==> src/rtl/dunit_step_ctrl.sv <==
// dunit_step_ctrl: decodes UART run/step/dump commands, gates the pipeline clock enable and streams a latch snapshot frame
module dunit_step_ctrl #(
  parameter int NB_REG  = 32,
  parameter int NB_CTRL = 4,
  parameter int NB_ADDR = 5,
  parameter int NB_BYTE = 8
) (
  input  logic               i_clk,
  input  logic               i_reset,
  input  logic [NB_BYTE-1:0] i_rx_data,
  input  logic               i_rx_valid,
  output logic [NB_BYTE-1:0] o_tx_data,
  output logic               o_tx_start,
  input  logic               i_tx_done,
  input  logic               i_halt,
  input  logic [NB_REG-1:0]  i_pc_eight,
  input  logic [NB_REG-1:0]  i_read_data,
  input  logic [NB_REG-1:0]  i_alu_res,
  input  logic [NB_ADDR-1:0] i_data_addr,
  input  logic [NB_CTRL-1:0] i_control,
  output logic               o_dunit_clk_en,
  output logic               o_busy
);
  localparam int FW = 3*NB_REG + 2*NB_BYTE;
  localparam int NF = FW / NB_BYTE;
  localparam int IW = $clog2(NF);
  localparam logic [NB_BYTE-1:0] CMD_C = NB_BYTE'(8'h43);
  localparam logic [NB_BYTE-1:0] CMD_S = NB_BYTE'(8'h53);
  localparam logic [NB_BYTE-1:0] CMD_D = NB_BYTE'(8'h44);
  typedef enum logic [2:0] {IDLE, RUN, STEP, CAPTURE, SEND, WAIT_TX} state_t;
  state_t state_q, state_d;
  logic [IW-1:0] idx_q, idx_d;
  logic [FW-1:0] frame_q, frame_d;
  logic is_c, is_s, is_d, last;
  assign is_c = i_rx_data == CMD_C;
  assign is_s = i_rx_data == CMD_S;
  assign is_d = i_rx_data == CMD_D;
  assign last = idx_q == IW'(NF-1);
  always_ff @(posedge i_clk or posedge i_reset) begin
    if (i_reset) begin
      state_q <= IDLE;
      idx_q   <= '0;
      frame_q <= '0;
    end else begin
      state_q <= state_d;
      idx_q   <= idx_d;
      frame_q <= frame_d;
    end
  end
  // the frame shifts left one byte per completed transfer, so the byte on air is always the top byte
  always_comb begin
    state_d = state_q;
    idx_d   = idx_q;
    frame_d = frame_q;
    case (state_q)
      IDLE: if (i_rx_valid && (is_c || is_s || is_d))
        state_d = (is_d || i_halt) ? CAPTURE : (is_c ? RUN : STEP);
      RUN:  state_d = i_halt ? CAPTURE : RUN;
      STEP: state_d = CAPTURE;
      CAPTURE: begin
        state_d = SEND;
        idx_d   = '0;
        frame_d = {i_pc_eight, i_read_data, i_alu_res, NB_BYTE'(i_data_addr), NB_BYTE'(i_control)};
      end
      SEND: state_d = WAIT_TX;
      WAIT_TX: if (i_tx_done) begin
        state_d = last ? IDLE : SEND;
        idx_d   = last ? '0 : idx_q + 1'b1;
        frame_d = frame_q << NB_BYTE;
      end
      default: state_d = IDLE;
    endcase
  end
  assign o_dunit_clk_en = (state_q == RUN) || (state_q == STEP);
  assign o_tx_start     = state_q == SEND;
  assign o_busy         = state_q != IDLE;
  assign o_tx_data      = frame_q[FW-1 -: NB_BYTE];
endmodule
==> config.mk <==
export PLATFORM = sky130hd
export DESIGN_NAME = dunit_step_ctrl
export DESIGN_NICKNAME = d
export VERILOG_FILES = /design/src/rtl/dunit_step_ctrl.sv
export SDC_FILE = /design/constraint.sdc
export NUM_CORES = 1
export LEC_CHECK = 0
export BUFFER_PORTS_ARGS = -buffer_cell sky130_fd_sc_hd__buf_2
export CORE_MARGIN = 1
export CORE_UTILIZATION = 55
export CTS_BUF_LIST = sky130_fd_sc_hd__clkbuf_2 sky130_fd_sc_hd__clkbuf_4 sky130_fd_sc_hd__clkbuf_8
export CTS_CLUSTER_DIAMETER = 100
export DETAILED_ROUTE_END_ITERATION = 8
export PLACE_DENSITY = 0.81
export REMOVE_ABC_BUFFERS = 1
export SETUP_SLACK_MARGIN = 0.2
export SLEW_MARGIN = 20
export SYNTH_ARGS = -nofsm -noshare
export SYNTH_HDL_FRONTEND = slang
export SYNTH_SLANG_ARGS = --single-unit
==> constraint.sdc <==
create_clock -name i_clk -period 5.6 [get_ports i_clk]
set_clock_uncertainty 0.2 [all_clocks]
set_input_delay 1.12 -clock i_clk [delete_from_list [all_inputs] [get_ports i_clk]]
set_output_delay 1.12 -clock i_clk [all_outputs]
set_load 0.05 [all_outputs]
==> summary.md, run 1 <==
| Metric | Value |
|---|---|
| Outcome | finished, final reports clean |
| Via count | 3,742 |
| Final antenna-violating net count | 0 |
| Inst Count DP | 717 |
| Ys Warns | 0 |
| Post-synth EDFFs | 0 |
| Leak | 3.23 nW |
| Max Cap Viol | 0 |
| Worst-Skew Late Latency | 0.37 ns |
| Clk pin slew, worst setup/hold paths | 0.11 ns |
| CTS tree | yes |
| Min-delay src | frame_q[109] |
| DRT Pass-1 Iters | 4 |
| Post-Route WL | 9.62 mm |
| Worst setup SP type | flop |
| Worst EP arrival | 1.53 ns |
| R2r endpoint | frame_q[58] |
| Slew Limit Fails | 0 |
| CP Cell Sequence | or3_1 -> buf_2 |
| Crit. End Element | output port |
| Mapped Area | 5240 um^2 |
| Vias in the first global route | 3,485 |
| Buffer count from post-CTS setup fixing | 0 |
| Slowest library cell on the worst path | dfrtp_1 |
| Final hold vios | 0 |
| Clock power frac | 17.9% |
| First-pass GRT wire length | 16.1 mm |
| Die area | 9920 um^2 |
| IO Count | 129 |
| Syn_area_per_cell | 10.5 um^2 |
| Cell Rows | 35 |
| Most numerous cell in the Yosys netlist | dfrtp_1 |
| Commonest cells in the netlist | 112 x dfrtp_1, 99 x nand2_1, 98 x o21ai_0 |
| Max IR drop VDD | 417 uV |
| FF-to-FF path depth | 6 |
| Non-Filler Instances | 734 |
| Synth top area cells | dfrtp_1 53%, mux2i_1 19%, o21ai_0 9.4% |
| Largest area contributor in the netlist | dfrtp_1 |
| CTS Buf Count | 9 |
| ANT cells | 0 |
| Area of the multi-input gates | 2170 um^2 |
| Reg-to-reg startpoint | state_q[1] |
| Hold WC Path Type | flop to flop |
| Power, Total | 3.09 mW |
| Flop pwr share | 44.4% |
| RePlAce Congestion | 0.734 |
| WL/cell | 13.1 um |
| Worst-path fanout max | 9 |
| Initial antenna violation count | 0 |
| RSZ-0062 raised after global routing | false |
| Final setup fails | 0 |
| Final Cycle Share | 50.9% |
| Worst path max stage delay | 0.48 ns |
| Layout area overhead | 16.4% |
| Storage element area | 2800 um^2 |
| Clock tree buffer depth | 2 |
| Mapped Cells | 501 |
| Yosys top cell area share | 53.5% |
| WHS Endpoint | frame_q[109] |
| CP Data Required Time | 4.28 ns |
| Comb power frac | 37.7% |
| Cell Pwr Density | 506 nW/um^2 |
| CTS root buf | clkbuf_8 |
| Ys flop type | dfrtp_1 |
| Setup TNS | 0 ns |
| Die X | 99.6 um |
| Hold Buf Count CTS | 0 |
| Core footprint | 9240 um^2 |
| Fill cells | 762 |
| Die Span Y | 99.6 um |
| Worst Path Class, Setup | flop to output port |
| # nets final | 720 |
| Hold path depth | 2 |
| Buffers on Ports | 128 |
| Clock period minus worst slack | 2.85 ns |
| Total gr overflow | 0 |
| Relative slew slack | 32.1% |
| DRC | 0 |
| GRT Total Usage | 20.6% |
| Sink Count | 112 |
| Psw | 1.18 mW |
| Seq/Total Area, Yosys | 53.5% |
| Routed vias/inst | 5.10 |
| Sw frac | 38.1% |
| Fmax | 0.351 GHz |
| Initial DRC Count | 161 |
| Int Pwr | 1.91 mW |
| Hpwl dp | 6.47 mm |
| Post-CTS sizing | 0 |
| R2R setup slack | 2.76 ns |
| Ys async rst share | 100% |
| H-tree levels | 3 |
| Layout cells sized above 1 | 25.8% |
| Largest net degree at the start of global routing | 95 |
| Post-synthesis register bit count | 112 |
| Worst Max-Slew Pin Slew | 1.02 ns |
| Initial core utilization | 56.7% |
| Count of cell types in the netlist | 33 |
==> through the flow <==
stage	setup slack, ns	hold WS (ns)	instance area (um^2)	utilization, %
after floorplan	1.13	0.237	4980	-
after global placement	2.39	0.255	5840	63.2
after detailed placement	2.32	0.266	5840	63.2
after CTS	2.42	0.289	6070	65.7
after global routing	2.54	0.304	6100	66.0
final	2.75	0.284	6100	66.0
==> sequential cells by signal, summed over array words and instances (netlist names) <==
register / flops
state_q: 3
idx_q: 4
frame_q: 105
==> power groups by stage <==
stage	Sequential, mW	Clock [mW]	Combinational [mW]
final	1.37	0.552	1.16
after global routing	1.42	0.596	1.33
after CTS	1.37	0.562	1.16
after detailed placement	1.39	0	1.16
after global placement	1.37	0	1.10
after floorplan	1.44	0	0.849
==> kinds of logic after synthesis <==
logic type	share of synthesized area [%]
AND/OR/NAND/NOR	9.65
AO/OA/AOI/OAI	12.5
flip-flops	53.5
multiplexers	18.5
buffers and inverters	5.13
adder cells (fa/ha/maj)	0.478
XOR/XNOR	0.167
==> routing by layer <==
layer | part of all wire, % | GRT usage, % | vias to the layer above
met3 | 4.7 | 4.01 | 9
met1 | 48 | 28.8 | 1708
met5 | 0 | 0 | -
met2 | 46 | 32.9 | 94
li1 | - | - | 1931
met4 | 1.1 | 6.11 | 0
==> how the worst max path moves through the flow <==
stage                          start            to  slack [ns]  cells past startpoint
final                     state_q[1]        o_busy        2.75                      2
after global routing      state_q[1]  frame_q[106]        2.54                      6
after CTS                 state_q[0]   frame_q[59]        2.42                      5
after detailed placement   i_tx_done   frame_q[59]        2.32                      4
after global placement     i_tx_done  frame_q[106]        2.39                      4
after floorplan           state_q[0]      idx_q[3]        1.13                      4
==> final cells by class <==
| class | instances | area share [%] |
|---|---|---|
| clock buffers | 11 | 2.38 |
| clock inverters | 5 | 1.42 |
| inverters | 4 | 0.287 |
| multi-input cells | 339 | 35.5 |
| flip-flops and latches | 112 | 45.9 |
| well taps | 129 | 2.65 |
| repair buffers | 134 | 11.8 |
==> cell usage in the layout, fill, tap and decap left out, types with 2 or more instances in the layout <==
master,count
clkbuf_8,10
o21ai_1,5
dfrtp_1,112
ha_1,2
nor3b_1,2
o21ai_0,98
bufinv_16,2
nor2_1,3
mux2i_1,97
or3_1,2
inv_6,2
buf_2,128
nand3_1,3
inv_1,3
nand3b_1,2
nand2_1,99
nor3_1,2
buf_4,4
a22o_1,8
==> critical path: cells and delay by family, from the launching register on <==
family / cells / cell delay (ns)
and+or+nand+nor: 1 / 0.46
DFF: 1 / 0.48
buffers and inverters: 1 / 0.24
Note: power is estimated with default switching activity, not from simulation.
==> run 2, diff against run 1 <==
--- a/config.mk
+++ b/config.mk
@@ -5,13 +5,14 @@
 export SDC_FILE = /design/constraint.sdc
 export NUM_CORES = 1
 export LEC_CHECK = 0
+export ABC_AREA = 1
 export BUFFER_PORTS_ARGS = -buffer_cell sky130_fd_sc_hd__buf_2
 export CORE_MARGIN = 1
-export CORE_UTILIZATION = 55
+export CORE_UTILIZATION = 50
 export CTS_BUF_LIST = sky130_fd_sc_hd__clkbuf_2 sky130_fd_sc_hd__clkbuf_4 sky130_fd_sc_hd__clkbuf_8
 export CTS_CLUSTER_DIAMETER = 100
 export DETAILED_ROUTE_END_ITERATION = 8
-export PLACE_DENSITY = 0.81
+export PLACE_DENSITY = 0.77
 export REMOVE_ABC_BUFFERS = 1
 export SETUP_SLACK_MARGIN = 0.2
 export SLEW_MARGIN = 20
==> constraint.sdc (replaced) <==
create_clock -name i_clk -period 2.35 [get_ports i_clk]
set_clock_uncertainty 0.2 [all_clocks]
set_input_delay 0.47 -clock i_clk [delete_from_list [all_inputs] [get_ports i_clk]]
set_output_delay 0.47 -clock i_clk [all_outputs]
set_load 0.05 [all_outputs]
==> run 2 against run 1 <==
  * Via count is 24% higher
  * Sequential power up 120%
  * Worst hold slack got worse by 0.15 ns
  * Critical endpoint is now o_tx_start
==> summary.md, run 2 <==
| Metric | Value |
|---|---|
| Outcome | finished, final reports clean |
| GRT Total Usage | 20.7% (+0.092 points) |
| Total gr overflow | 0 (unchanged) |
| Final core utilization | 60.5% (-5.5 points) |
| Mapped Area | 5500 um^2 (+4.9%) |
| CP Cell Sequence | inv_1 -> nand2_2 -> nor2_2 -> buf_4 |
| Initial core utilization | 52.3% (-4.4 points) |
| Post-synth EDFFs | 0 (unchanged) |
| Layout cells sized above 1 | 21.3% (-4.5 points) |
| CP Data Required Time | 1.68 ns (-2.60 ns) |
| Max IR drop VDD | 474 uV (+14%) |
| Worst EP arrival | 1.41 ns (-0.12 ns) |
| Initial antenna violation count | 0 (unchanged) |
| Die X | 107 um (+7.3%) |
| Mapped Cells | 657 (+31%) |
| # nets final | 871 (+21%) |
| Layout area overhead | 15.6% |
| Routed vias/inst | 5.19 (+1.9%) |
| Hpwl dp | 7.36 mm (+14%) |
| Top delay family on crit path | flip-flops |
| Slew Limit Fails | 0 (unchanged) |
| H-tree levels | 3 (unchanged) |
| Vias in the first global route | 4,532 (+30%) |
| Ys async rst share | 100% (unchanged) |
| DRC | 0 (unchanged) |
| Final setup fails | 0 (unchanged) |
| Fill cells | 938 (+23%) |
| Most numerous cell in the Yosys netlist | nand2_1 |
| Initial DRC Count | 280 (+74%) |
| Biggest register | frame_q |
| Largest net degree at the start of global routing | 187 (+97%) |
| IO Count | 129 (unchanged) |
| Top flop regs | frame_q (105), idx_q (4), state_q (3) |
| Worst Max-Slew Pin Slew | 0.767 ns (-0.252 ns) |
| Clk pin slew, worst setup/hold paths | 0.11 ns (about the same) |
| Sink Count | 112 (unchanged) |
| Buffers on Ports | 128 (unchanged) |
| Cell Pwr Density | 1050 nW/um^2 (+110%) |
| Worst path max stage delay | 0.44 ns (-0.04 ns) |
| Max FFs per register | 105 (unchanged) |
| RePlAce Congestion | 0.778 (+6.0%) |
| Via count | 4,632 (+24%) |
| Largest area contributor in the netlist | dfrtp_1 |
| Yosys top cell area share | 51.0% (-2.5 points) |
| Ys flop type | dfrtp_1 |
| Count of cell types in the netlist | 23 (-30%) |
| Seq/Total Area, Yosys | 51.0% (-2.5 points) |
| Crit path buffers/inverters | 2 (+1) |
| Final antenna-violating net count | 0 (unchanged) |
| Hold WS | 0.135 ns (-0.149 ns) |
| Synth top area cells | dfrtp_1 51%, o211ai_1 11%, o21ai_0 8.8% |
| CTS tree | yes |
| Syn_area_per_cell | 8.37 um^2 (-20%) |
| Non-Filler Instances | 892 (+22%) |
| ANT cells | 0 (unchanged) |
| Final Cycle Share | 88.6% |
| Ys Warns | 0 (unchanged) |
| Final hold vios | 0 (unchanged) |
| Core footprint | 10,500 um^2 (+14%) |
| CTS root buf | clkbuf_8 |
| Area of the multi-input gates | 1990 um^2 (-8.3%) |
| Worst-path fanout max | 4 (-5) |
| Crit. End Element | output port |
| WL/cell | 12.7 um (-3.3%) |
| Max Cap Viol | 0 (unchanged) |
| Die area | 11,400 um^2 (+15%) |
| Leak | 2.92 nW (-9.4%) |
| Most common cell after layout, fill and taps aside | nand2_1 |
| First-pass GRT wire length | 19.1 mm (+19%) |
| Post-Route WL | 11.3 mm (+17%) |
| Commonest non-fill, non-tap cells in the layout | 127 x nand2_1, 125 x buf_2, 112 x dfrtp_1 |
| Worst setup SP type | flop |
| Commonest cells in the netlist | 128 x nand2_1, 112 x dfrtp_1, 106 x inv_1 |
| Clock period minus worst slack | 2.08 ns |
| Cell Rows | 37 (+5.7%) |
| Fmax | 0.480 GHz |
| RSZ-0062 raised after global routing | true |
| DRT Pass-1 Iters | 4 (unchanged) |
| Die Span Y | 107 um (+7.3%) |
| Storage element area | 2800 um^2 (unchanged) |
| Worst Path Class, Setup | flop to output port |
| CTS Buf Count | 9 (unchanged) |
| Clock tree buffer depth | 2 (unchanged) |
| Slowest library cell on the worst path | dfrtp_1 |
| Relative slew slack | 48.9% (+17 points) |
| Inst Count DP | 875 (+22%) |
| Hold WC Path Type | input pin to flop |
| Worst-Skew Late Latency | 0.36 ns (about the same) |
| Post-synthesis register bit count | 112 (unchanged) |
## run 2: path summary, 6_finish.rpt
path,from,slack (ns),to,depth (start not counted)
max,state_q[0],0.27,o_tx_start,4
min,i_control[0],0.13,frame_q[0],3
max reg2reg,state_q[1],0.33,frame_q[39],7
min reg2reg,frame_q[31],0.33,frame_q[31],2
max in group asynchronous,i_reset,0.92,frame_q[36],4
min in group asynchronous,i_reset,0.45,frame_q[0],3
## run 2: through the flow
stage	power, mW	cell area, um^2	setup WS [ns]	TNS (ns)
CTS	6.71	6340	0.221	0
global placement	5.36	6120	0.469	0
detailed placement	5.50	6120	0.412	0
floorplan	4.85	5170	-2.54	-407.72
global route	7.25	6360	0.161	0
finish	6.67	6360	0.268	0
## run 2: what timing repair did
item,CTS,global route
setup endpoints to repair,2,3
hold buffers,1,0
hold endpoints to repair,27,0
setup buffers,0,0
resized for setup,2,6
## run 2: power breakdown
group | switching, mW | internal [mW] | total (mW)
logic | 1.64 | 0.804 | 2.44
clock network | 0.649 | 0.528 | 1.18
registers | 0.274 | 2.78 | 3.05
total | 2.56 | 4.11 | 6.67
## run 2: per-layer routing
metal	up-vias	share of wire, %	track usage [%]
met5	-	0	0
met4	0	1.1	6.46
met3	11	5.0	4.32
met2	116	50	37.6
met1	2172	44	24.4
li1	2333	-	-
## run 2: cells by family (layout without fill, tap and decap cells)
| kind of cell | after synthesis | in the layout | share of synthesized area [%] |
|---|---|---|---|
| flops | 112 | 112 | 51.0 |
| simple gates | 179 | 179 | 13.0 |
| compound gates | 202 | 202 | 22.3 |
| buf+inv | 162 | 261 | 13.3 |
| fa+ha+maj | 2 | 2 | 0.455 |
## run 2: layout make-up
cell class | count | area share [%]
Clock buffer | 11 | 2.18
Clock inverter | 5 | 1.02
Inverter | 108 | 6.46
Multi-Input combinational cell | 383 | 31.3
Sequential cell | 112 | 44.1
Tap cell | 136 | 2.68
Timing Repair Buffer | 137 | 12.3
## run 2: worst min-delay path: stages
cell and delay, ns:
buf_2 0.08, nand3_1 0.06, o21ai_0 0.06
==> run 3, diff against run 2 <==
--- a/config.mk
+++ b/config.mk
@@ -7,6 +7,7 @@
 export LEC_CHECK = 0
 export ABC_AREA = 1
 export BUFFER_PORTS_ARGS = -buffer_cell sky130_fd_sc_hd__buf_2
+export CORE_ASPECT_RATIO = 1.25
 export CORE_MARGIN = 1
 export CORE_UTILIZATION = 50
 export CTS_BUF_LIST = sky130_fd_sc_hd__clkbuf_2 sky130_fd_sc_hd__clkbuf_4 sky130_fd_sc_hd__clkbuf_8
==> run 3 against run 2 <==
  * Sequential power hardly changed
  * Design area about the same
  * Die area barely moved
  * Utilization is 0.94 points lower
  * Sequential cell count unchanged
  * Count of clock-buffer cells in the layout fell by 1
  * Via count about the same
  * Clock power is essentially flat
  * Worst setup slack better by 0.0030 ns
  * Non-clock buffer count increased by 1
  * Critical path type unchanged
  * Critical endpoint is now o_dunit_clk_en
  * Largest power group unchanged
==> summary.md, run 3 (synthesis gave the netlist of run 2 again) <==
| Metric | Value |
|---|---|
| Outcome | finished, final reports clean |
| Worst Max-Slew Pin Slew | 0.691 ns (-0.0764 ns) |
| Final setup fails | 0 (unchanged) |
| Routed vias/inst | 5.22 (+0.50%) |
| Sink Count | 112 (unchanged) |
| Final Cycle Share | 88.5% (-0.13 points) |
| Worst-path fanout max | 4 (unchanged) |
| Min-delay src | i_alu_res[7] |
| WL/cell | 12.8 um (+0.78%) |
| Largest net degree at the start of global routing | 187 (unchanged) |
| Post-DP Area | 6130 um^2 (about the same) |
| Slew Limit Fails | 0 (unchanged) |
| Layout area overhead | 15.6% (about the same) |
| DRT Pass-1 Iters | 4 (unchanged) |
| Clock period minus worst slack | 2.08 ns (-0.00302 ns) |
| Clk pin slew, worst setup/hold paths | 0.10 ns (about the same) |
| Max FFs per register | 105 (unchanged) |
| GRT Total Usage | 21.7% (+0.99 points) |
| Fmax | 0.481 GHz (+0.15%) |
| Via count | 4,629 (-0.065%) |
| Fill cells | 986 (+5.1%) |
| Hpwl dp | 7.57 mm (+2.8%) |
| Cell Pwr Density | 1060 nW/um^2 (+0.65%) |
| Worst Path Class, Setup | flop to output port |
| DRC | 0 (unchanged) |
| Worst setup SP type | flop |
| Setup TNS | 0 ns (unchanged) |
| IO Count | 129 (unchanged) |
| Cell Rows | 42 (+14%) |
| Hold WC Path Type | input pin to flop |
| CP Data Required Time | 1.68 ns (about the same) |
| # nets final | 872 (+0.11%) |
| First-pass GRT wire length | 19.3 mm (+1.0%) |
| Max Cap Viol | 0 (unchanged) |
| Layout cells sized above 1 | 21.1% (-0.24 points) |
| Relative slew slack | 54.0% (+5.1 points) |
| Vias in the first global route | 4,520 (-0.26%) |
| Max IR drop VDD | 708 uV (+49%) |
| Top flop regs | frame_q (105), idx_q (4), state_q (3) |
| Clock tree buffer depth | 2 (unchanged) |
| Worst EP arrival | 1.41 ns (about the same) |
| Total gr overflow | 0 (unchanged) |
| Initial DRC Count | 245 (-13%) |
| Initial core utilization | 51.5% (-0.78 points) |
| Buffers on Ports | 128 (unchanged) |
| FF-to-FF path depth | 6 (-1) |
| Hold path depth | 3 (unchanged) |
| Final antenna-violating net count | 0 (unchanged) |
| CTS Buf Count | 9 (unchanged) |
| CTS tree | yes |
| Most common cell after layout, fill and taps aside | nand2_1 |
| Crit. End Element | output port |
| Biggest register | frame_q |
| Die X | 95.8 um (-10%) |
| Final core utilization | 59.6% (-0.94 points) |
| Leak | 2.93 nW (+0.22%) |
| Setup ws final | 0.271 ns (+0.00302 ns) |
| Worst-Skew Late Latency | 0.37 ns (about the same) |
| Die Span Y | 119 um (+12%) |
| R2R setup slack | 0.40 ns (+0.07 ns) |
| Commonest non-fill, non-tap cells in the layout | 128 x nand2_1, 126 x buf_2, 112 x dfrtp_1 |
| RSZ-0062 raised after global routing | true |
| ANT cells | 0 (unchanged) |
| Cell area after layout | 6350 um^2 (about the same) |
| Post-Route WL | 11.3 mm (+0.21%) |
| H-tree levels | 3 (unchanged) |
| Place WS | 0.432 ns (+0.0198 ns) |
| Die area | 11,400 um^2 (about the same) |
| WHS Endpoint | frame_q[23] |
| Buffer count from post-CTS setup fixing | 0 (unchanged) |
| R2r endpoint | frame_q[43] |
| CTS root buf | clkbuf_8 |
| Core footprint | 10,700 um^2 (+1.5%) |
| Final hold vios | 0 (unchanged) |
| RePlAce Congestion | 0.767 (-1.4%) |
| Reg-to-reg startpoint | state_q[2] |
| Initial antenna violation count | 0 (unchanged) |
-- run 3: stage by stage --
step	cells	hold WS, ns	power, mW
final	887	0.129	6.71
after global routing	887	0.118	7.29
after CTS	887	0.107	6.78
after detailed placement	872	0.306	5.53
after global placement	872	0.305	5.38
after floorplan	603	0.286	4.85
-- run 3: worst max-delay path by stage --
| stage | endpoint | slack [ns] | start | depth (start not counted) |
|---|---|---|---|---|
| after floorplan | idx_q[3] | -2.54 | state_q[1] | 8 |
| after global placement | frame_q[35] | 0.52 | state_q[1] | 7 |
| after detailed placement | frame_q[67] | 0.43 | state_q[1] | 7 |
| after CTS | o_busy | 0.23 | state_q[0] | 5 |
| after global routing | o_busy | 0.17 | state_q[0] | 5 |
| final | o_dunit_clk_en | 0.27 | state_q[2] | 4 |
-- run 3: cell type report --
cell class                      count  area (um^2)  area share [%]
Timing Repair Buffer              138          786            12.4
Clock inverter                      4         70.1            1.10
Multi-Input combinational cell    383         1980            31.2
Sequential cell                   112         2800            44.1
Tap cell                          132          165            2.60
Inverter                          108          410            6.46
Clock buffer                       10          138            2.17
-- run 3: worst max-delay path, cell delays in order (launching register included) --
cell,delay (ns)
dfrtp_1,0.43
inv_1,0.13
nand3_1,0.12
nand2_1,0.12
clkbuf_4,0.24
-- run 3: layer usage --
metal / GRT usage (%) / routed length [um] / vias up
met2: 38.6 / 5680 / 97
met3: 3.45 / 484 / 21
li1: - / - / 2338
met1: 25.5 / 4910 / 2173
met5: 0 / 0 / -
met4: 8.58 / 255 / 0
-- run 3: what timing repair did --
item	in CTS	in global routing
hold buffers	1	0
pin swaps	0	0
resized for setup	1	3
endpoints found under the setup margin	1	3
hold endpoints to repair	30	0
-- run 3: where the power goes --
group          switching (mW)  total [mW]  internal, mW
Clock                   0.597        1.21         0.615
Sequential              0.270        3.05          2.78
Combinational            1.64        2.45         0.805
Total                    2.51        6.71          4.20
